## config.mk

```make
export PLATFORM = sky130hd
export DESIGN_NAME = ahb_input_stage_dmam
export DESIGN_NICKNAME = d
export VERILOG_FILES = /design/src/rtl/ahb_matrix_pkg.sv /design/src/rtl/ahb_input_stage_timeout.sv /design/src/rtl/ahb_input_stage_dmam.sv
export SDC_FILE = /design/constraint.sdc
export NUM_CORES = 1
export LEC_CHECK = 0
export ABC_AREA = 1
export BUFFER_PORTS_ARGS = -buffer_cell sky130_fd_sc_hd__clkbuf_2
export CORE_MARGIN = 2
export CORE_UTILIZATION = 46
export DETAILED_ROUTE_END_ITERATION = 12
export PLACE_DENSITY = 0.76
export SLEW_MARGIN = 25
export SYNTH_ARGS = -nofsm -noshare
export SYNTH_HDL_FRONTEND = slang
export SYNTH_HIERARCHICAL = 1
export SYNTH_SLANG_ARGS = --single-unit
```

## constraint.sdc

```tcl
create_clock -name HCLK -period 3.9 [get_ports HCLK]
set_clock_uncertainty 0.15 [all_clocks]
set_input_delay 0.585 -clock HCLK [delete_from_list [all_inputs] [get_ports HCLK]]
set_output_delay 0.585 -clock HCLK [all_outputs]
set_load 0.01 [all_outputs]
```

## src/rtl/ahb_matrix_pkg.sv

```systemverilog
// Shared AHB bus-matrix definitions: transfer/burst/response codes, input-stage state codes
// and the captured address-phase control fields.
package ahb_matrix_pkg;

  localparam logic [1:0] HTRANS_IDLE   = 2'b00;
  localparam logic [1:0] HTRANS_BUSY   = 2'b01;
  localparam logic [1:0] HTRANS_NONSEQ = 2'b10;
  localparam logic [1:0] HTRANS_SEQ    = 2'b11;

  localparam logic [2:0] HBURST_SINGLE = 3'b000;
  localparam logic [2:0] HBURST_INCR   = 3'b001;

  localparam logic HRESP_OKAY  = 1'b0;
  localparam logic HRESP_ERROR = 1'b1;

  localparam logic [2:0] ST_IDLE = 3'd0;
  localparam logic [2:0] ST_PEND = 3'd1;
  localparam logic [2:0] ST_DATA = 3'd2;
  localparam logic [2:0] ST_ERR1 = 3'd3;
  localparam logic [2:0] ST_ERR2 = 3'd4;

  typedef struct packed {
    logic       write;
    logic [2:0] size;
    logic [2:0] burst;
    logic [3:0] prot;
    logic       lock;
  } addr_ctrl_t;

  // A held transfer loses its burst context, so anything but SINGLE restarts as INCR.
  function automatic logic [2:0] issue_burst(input logic [2:0] burst);
    return (burst == HBURST_SINGLE) ? HBURST_SINGLE : HBURST_INCR;
  endfunction

endpackage

```

## src/rtl/ahb_input_stage_timeout.sv

```systemverilog
// PEND-duration counter for the input stage; expired is high during the last allowed
// PEND cycle. Instantiated only when INPUT_STAGE_TIMEOUT_EN is defined.
module ahb_input_stage_timeout #(
  parameter int unsigned TIMEOUT_CYCLES = 255
) (
  input  logic clk,
  input  logic rst_n,
  input  logic pend,
  output logic expired
);

  localparam int unsigned CW = $clog2(TIMEOUT_CYCLES + 1);
  localparam logic [CW-1:0] LAST = CW'(TIMEOUT_CYCLES - 1);

  logic [CW-1:0] count;

  // Saturates so a locked (non-expiring) hold cannot wrap the counter.
  always_ff @(posedge clk or negedge rst_n) begin
    if (!rst_n)
      count <= '0;
    else if (!pend)
      count <= '0;
    else if (count != LAST)
      count <= count + CW'(1);
  end

  assign expired = pend & (count == LAST);

endmodule

```

## src/rtl/ahb_input_stage_dmam.sv

```systemverilog
// Per-master input stage of the DMA bus matrix: pass-through when granted, otherwise hold
// the address phase and stall the master. Optional PEND timeout via INPUT_STAGE_TIMEOUT_EN.
module ahb_input_stage_dmam
  import ahb_matrix_pkg::*;
#(
  parameter int unsigned ADDR_WIDTH     = 32,
  parameter int unsigned TIMEOUT_CYCLES = 255
) (
  input  logic                  HCLK,
  input  logic                  HRESETn,
  input  logic                  HSELS,
  input  logic [ADDR_WIDTH-1:0] HADDRS,
  input  logic [1:0]            HTRANSS,
  input  logic                  HWRITES,
  input  logic [2:0]            HSIZES,
  input  logic [2:0]            HBURSTS,
  input  logic [3:0]            HPROTS,
  input  logic                  HMASTLOCKS,
  input  logic                  HREADYS,
  output logic                  HREADYOUTS,
  output logic                  HRESPS,
  output logic                  req_port,
  output logic                  sel_op,
  output logic [ADDR_WIDTH-1:0] addr_op,
  output logic [1:0]            trans_op,
  output logic                  write_op,
  output logic [2:0]            size_op,
  output logic [2:0]            burst_op,
  output logic [3:0]            prot_op,
  output logic                  lock_op,
  input  logic                  active_op,
  input  logic                  readyout_op,
  input  logic                  resp_op
);

  logic [2:0]            state;
  logic [2:0]            state_nxt;
  logic [ADDR_WIDTH-1:0] hold_addr;
  addr_ctrl_t            hold_ctrl;
  logic                  sample;
  logic                  capture;
  logic                  timeout_hit;

  assign sample = HSELS & HTRANSS[1] & HREADYS;

`ifdef INPUT_STAGE_TIMEOUT_EN
  ahb_input_stage_timeout #(
    .TIMEOUT_CYCLES(TIMEOUT_CYCLES)
  ) u_timeout (
    .clk    (HCLK),
    .rst_n  (HRESETn),
    .pend   (state == ST_PEND),
    .expired(timeout_hit)
  );
`else
  assign timeout_hit = 1'b0;
`endif

  always_comb begin
    state_nxt = state;
    capture   = 1'b0;
    case (state)
      ST_IDLE: begin
        if (sample) begin
          if (active_op) begin
            state_nxt = ST_DATA;
          end else begin
            state_nxt = ST_PEND;
            capture   = 1'b1;
          end
        end
      end
      ST_PEND: begin
        if (active_op)
          state_nxt = ST_DATA;
        else if (timeout_hit && !hold_ctrl.lock)
          state_nxt = ST_ERR1;
      end
      ST_DATA: begin
        if (readyout_op) begin
          if (sample && active_op) begin
            state_nxt = ST_DATA;
          end else if (sample) begin
            state_nxt = ST_PEND;
            capture   = 1'b1;
          end else begin
            state_nxt = ST_IDLE;
          end
        end
      end
      ST_ERR1: state_nxt = ST_ERR2;
      default: state_nxt = ST_IDLE;
    endcase
  end

  always_ff @(posedge HCLK or negedge HRESETn) begin
    if (!HRESETn) begin
      state     <= ST_IDLE;
      hold_addr <= '0;
      hold_ctrl <= '0;
    end else begin
      state <= state_nxt;
      if (capture) begin
        hold_addr <= HADDRS;
        hold_ctrl <= '{write: HWRITES, size: HSIZES, burst: HBURSTS,
                       prot: HPROTS, lock: HMASTLOCKS};
      end
    end
  end

  // sel_op is gated by reset so no request escapes while the stage is held in reset.
  always_comb begin
    sel_op     = HRESETn & HSELS & HTRANSS[1];
    addr_op    = HADDRS;
    trans_op   = HTRANSS;
    write_op   = HWRITES;
    size_op    = HSIZES;
    burst_op   = HBURSTS;
    prot_op    = HPROTS;
    lock_op    = HMASTLOCKS;
    HREADYOUTS = 1'b1;
    HRESPS     = HRESP_OKAY;
    case (state)
      ST_PEND: begin
        sel_op     = 1'b1;
        addr_op    = hold_addr;
        trans_op   = HTRANS_NONSEQ;
        write_op   = hold_ctrl.write;
        size_op    = hold_ctrl.size;
        burst_op   = issue_burst(hold_ctrl.burst);
        prot_op    = hold_ctrl.prot;
        lock_op    = hold_ctrl.lock;
        HREADYOUTS = 1'b0;
      end
      ST_DATA: begin
        HREADYOUTS = readyout_op;
        HRESPS     = resp_op;
      end
      ST_ERR1: begin
        sel_op     = 1'b0;
        HREADYOUTS = 1'b0;
        HRESPS     = HRESP_ERROR;
      end
      ST_ERR2: begin
        sel_op = 1'b0;
        HRESPS = HRESP_ERROR;
      end
      default: ;
    endcase
  end

  assign req_port = sel_op;

endmodule

```

* Word-level counts from Yosys, hierarchy flattened *
Cells that the tools add are included.

word-level totals
  register bits = 47
  logic and storage cells = 48
  output and inout bits = 50

cells by class
  equality and inequality tests = 7
  mux-type cells = 24
  reduce and logical (&&, ||, !) cells = 6
  bitwise gates (word level) = 4

operators with widths
  cell                                                                    number
  32-bit two-way mux                                                      1
  3-bit two-way mux                                                       5
  3-bit one-hot mux with 4 select lines                                   1
  1-bit two-way mux                                                       9
  1-bit one-hot mux with 2 select lines                                   4
  3-bit by 2-bit equality test with 1-bit output (second input constant)  2
  3-bit zero test                                                         2
  2-bit two-way mux                                                       3
  2-bit inequality test (second input constant)                           3
  1-bit AND                                                               4
  4-bit two-way mux                                                       1
  2-bit OR reduction                                                      2
  3-bit by 1-bit equality test with 1-bit output (second input constant)  1
  3-bit equality test (second input constant)                             1
  3-bit AND reduction                                                     1
  1-bit logical AND                                                       1

* Logic depth before layout (Yosys ltp) *
  word-level depth = 6
  depth in mapped cells = 8
  gate-level depth less buffers = 7

* Worst setup path after synthesis *
No wires, ideal clock.

  path type = flip-flop to output port
  from = register state[2]
  to = output sel_op
  arrival = 1.330 ns
  cell stages (with the launch flop) = 7
  slack = 1.835 ns
  cells stage by stage = dfrtp_1 inv_1 nand3_2 buf_4 buf_4 o21ai_0 buf_4

between the ends
  word-level cells in the longest chain between the ends = 3
  elaborated cells on any way between the ends = 5
  those cells by class = 3 x eq/ne; 1 x mux; 1 x reduce/logical

ends and longest elaborated chain
  what                                                                                          line                         RTL
  from (decl)                                                                                   ahb_input_stage_dmam.sv:36   logic [2:0] state;
  from (signal assigned)                                                                        ahb_input_stage_dmam.sv:102  state <= state_nxt;
  3-bit equality test / 3-bit by 2-bit equality test with 1-bit output (equally long branches)  ahb_input_stage_dmam.sv:123  case (state)
  2-bit OR reduction (no line)                                                                  -
  1-bit one-hot mux with 2 select lines *                                                       ahb_input_stage_dmam.sv:123
  to (decl)                                                                                     ahb_input_stage_dmam.sv:23   output logic sel_op,

Mark *: on every way between the ends. The rest lies on a longest branch, timed or not.

* Final worst setup path *
  from = register state[2]
  to = output addr_op[26]

between the ends
  word-level cells in the longest chain between the ends = 2

ends and longest elaborated chain
  what                                            line                         RTL
  3-bit by 1-bit equality test with 1-bit output  ahb_input_stage_dmam.sv:123
  32-bit two-way mux                              ahb_input_stage_dmam.sv:123
  to (decl)                                       ahb_input_stage_dmam.sv:24   output logic [ADDR_WIDTH-1:0] addr_op,

No other way between the ends.

==> Implementation_results.wiki <==
{| class="wikitable"
! Metric !! Value
|-
| I/O pin cnt || 103
|-
| Cell with the largest stage delay on the worst path || sky130_fd_sc_hd__dfrtp_1
|-
| Total leakage power || 1.97 nW
|-
| # placed instances || 526
|-
| Count of buffers added by post-CTS timing repair for setup || 0
|-
| Area of the core region || 0.00544 mm²
|-
| Later-pin clock latency in the skew report || 290 ps
|-
| Antenna violations before repair || 0
|-
| Total of warnings raised by yosys || 6
|-
| Clock slew at reported path FFs || 80 ps
|-
| Most frequently used flop master after synthesis || sky130_fd_sc_hd__dfrtp_1
|-
| Synth unique cells || 19
|-
| Most numerous cell in the Yosys netlist || sky130_fd_sc_hd__nand2_1
|-
| Total die area || 0.00620 mm²
|-
| Half-perimeter wire length after placement || 4280 µm
|-
| Last weighted congestion value of the routability-driven placer || 0.799
|-
| #FFs+latches synth || 47
|-
| Sinks on the clock net || 47
|-
| Inserted Clock Buffers || 5
|-
| Syn Std Cell Area || 0.00257 mm²
|-
| CTS tree || built
|-
| Mux cell area share after synthesis || 0%
|-
| Worst hold path class || primary input to asynchronous set/reset pin
|-
| Final critical-path share of the clock period || 70.8%
|-
| Sort of element at the start of the critical path || flip-flop
|-
| Maximum vdd ir drop || 0.250 mV
|-
| Resized cells post-CTS || 0
|-
| Area fraction in and, or, nand and nor cells after synthesis || 45.8%
|-
| Maximum number of pins on one net before global-route repair || 50
|-
| Width of the die || 78.7 µm
|-
| Worst Tran Pin Value || 652 ps
|-
| Cell types with the largest area share after synthesis || sky130_fd_sc_hd__dfrtp_1, sky130_fd_sc_hd__nand2_1, sky130_fd_sc_hd__nand3_1, sky130_fd_sc_hd__buf_2, sky130_fd_sc_hd__buf_6
|-
| PortBufs || 102
|-
| Detailed-route wire length per cell || 11.4 µm
|-
| First-pass iteration count of the detailed router || 4
|-
| Final core utilization || 58.4%
|-
| Post-synth net total || 423
|-
| Area fraction of the dominant cell type after synthesis || 45.8%
|-
| Setup repair after global routing missed its margin || no
|-
| Overall global routing resource usage || 20.3%
|-
| Setup TNS Final || 0 ps
|-
| Count of final max-slew check failures || 0
|-
| CTS max path bufs || 2
|-
| Number of vias after detailed routing || 2,560
|-
| Post-route insts no fill || 534
|-
| N_diodes || 0
|-
| Pwr per Cell Area || 547 mW/mm²
|-
| Vias per inst || 4.79
|-
| Mapped Cells || 370
|-
| Fmax || 0.362 GHz
|-
| Post-synth EDFFs || 0
|-
| Total gr overflow || 0
|-
| Post-Route Hold Slack || 267 ps
|-
| Endpoint class of the critical path || primary output
|-
| Quantity of hold-fixing buffers added after cts || 0
|-
| Compound-Gate Fraction of Synth Area || 1.36%
|-
| Total length of routed wires || 6070 µm
|-
| Post-Synth Adder-Cell Area || 0%
|-
| Die boundary height || 78.7 µm
|-
| Fraction of synthesized cell area in xor and xnor cells || 0%
|-
| Number of nets in the final layout || 514
|-
| Number of H-tree branching levels || 2
|-
| Period minus WS final || 2760 ps
|-
| Sequential element share of the synthesized area || 45.8%
|-
| Maximum single-stage delay on the critical path || 430 ps
|-
| Synthesis-to-finish area growth || 23.7%
|-
| Status || complete, no violations
|-
| Dominant combinational cell family by area after synthesis || simple AND/OR/NAND/NOR gates
|-
| Number of DRC violations after detailed routing || 0
|-
| Critical path, cell by cell || inv_1, nand3_2, inv_1, buf_4, nand2_1, nand2_1, clkbuf_2
|-
| Count of nets left with antenna violations after detail routing || 0
|-
| Worst endpoint data arrival time || 2020 ps
|-
| Initial core utilization || 47.2%
|-
| Mean Syn Cell Area || 6.94 µm²
|-
| Required time at the worst-slack endpoint || 3160 ps
|-
| Yosys top cell by area || sky130_fd_sc_hd__dfrtp_1
|-
| Critical Path Fanout Max || 25
|-
| Wire length of the first global-routing pass || 10,300 µm
|-
| Final setup viols || 0
|-
| Worst slew slack as a fraction of its limit || 56.4%
|-
| DRC violation total after the first TritonRoute iteration || 116
|-
| Max-cap viol count || 0
|-
| Root Buffer || sky130_fd_sc_hd__clkbuf_8
|-
| Share of final-layout standard cells stronger than drive strength 1 || 26.8%
|-
| Row cnt || 27
|-
| Top cell types by occurrence after synthesis || sky130_fd_sc_hd__nand2_1, sky130_fd_sc_hd__nand3_1, sky130_fd_sc_hd__dfrtp_1
|-
| Number of global-route vias before repair || 2,366
|-
| Asr flop ratio synth || 100%
|-
| Final Hold Violating Endpoints || 0
|-
| Type of the worst setup path || flip-flop to primary output
|}
-- state kept, by name, summed over array words and instances (netlist names) --
signal	flops
hold_addr	32
hold_ctrl	12
state	3
-- final cells by class --
cell class                 instances  area (µm²)
clock inverter                     2        35.0
clock buffer                       6        82.6
sequential                        47        1180
inverter                          11        41.3
multi-input combinational        290        1210
tap                               72        90.1
timing repair buffer             106         541
fill                             542        2260
-- worst paths after layout --
path,from,endpoint,slack [ps],cells after the start
worst max register to register,state[0],hold_addr[9],1860,6
worst min register to register,hold_ctrl[4],hold_ctrl[4],330,2
min in group HCLK,hold_ctrl[4],hold_ctrl[4],330,2
worst max-delay path,state[2],addr_op[26],1140,7
max in group asynchronous,HRESETn,state[2],2930,2
worst min-delay path,HRESETn,hold_ctrl[10],270,2
-- layer usage --
metal | part of all wire [%] | up-vias | wire [µm] | global-route usage [%]
li1 | - | 1331 | - | -
met5 | 0 | - | 0 | 0
met1 | 45 | 1162 | 2710 | 25.2
met4 | 1.0 | 0 | 61 | 5.61
met3 | 4.5 | 8 | 271 | 3.75
met2 | 50 | 59 | 3030 | 36.2
-- worst max-delay path, delay by kind of cell (launching register included) --
kind | cells | cell delay, ps
AND/OR/NAND/NOR | 3 | 270
buffers and inverters | 4 | 1020
flip-flops | 1 | 430
-- cell families (layout without fill, tap and decap cells) --
group / after synthesis / count (layout)
buffers and inverters: 33 / 125
AOI/OAI and AO/OA: 6 / 6
DFF: 47 / 47
and+or+nand+nor: 284 / 284
-- where the power goes --
part           internal, W  leakage [nW]  switching [W]  total, W
clock network     0.000207        0.0612       0.000161  0.000369
registers         0.000690         0.597       0.000115  0.000805
logic             0.000207          1.31       0.000358  0.000565
total              0.00110          1.97       0.000634   0.00174
-- layout by cell type, fill, tap and decap left out --
cell type	instances
sky130_fd_sc_hd__a21o_1	1
sky130_fd_sc_hd__buf_4	4
sky130_fd_sc_hd__bufinv_16	1
sky130_fd_sc_hd__clkbuf_2	102
sky130_fd_sc_hd__clkbuf_8	6
sky130_fd_sc_hd__clkinv_2	1
sky130_fd_sc_hd__dfrtp_1	47
sky130_fd_sc_hd__inv_1	9
sky130_fd_sc_hd__inv_2	2
sky130_fd_sc_hd__nand2_1	222
sky130_fd_sc_hd__nand2_4	2
sky130_fd_sc_hd__nand3_1	49
sky130_fd_sc_hd__nand3_2	2
sky130_fd_sc_hd__nor2_1	3
sky130_fd_sc_hd__nor2_2	1
sky130_fd_sc_hd__nor2_4	2
sky130_fd_sc_hd__nor3_1	2
sky130_fd_sc_hd__o211ai_1	1
sky130_fd_sc_hd__o21ai_0	4
sky130_fd_sc_hd__or2_2	1
-- stage by stage --
stage	area (µm²)	worst slack, ps	power, W
after floorplan	2570	1830	0.00119
after global placement	3060	1510	0.00136
after detailed placement	3060	1440	0.00139
after CTS	3180	1110	0.00176
after global routing	3180	886	0.00188
final	3180	1140	0.00174
(Power assumes the default switching activity.)
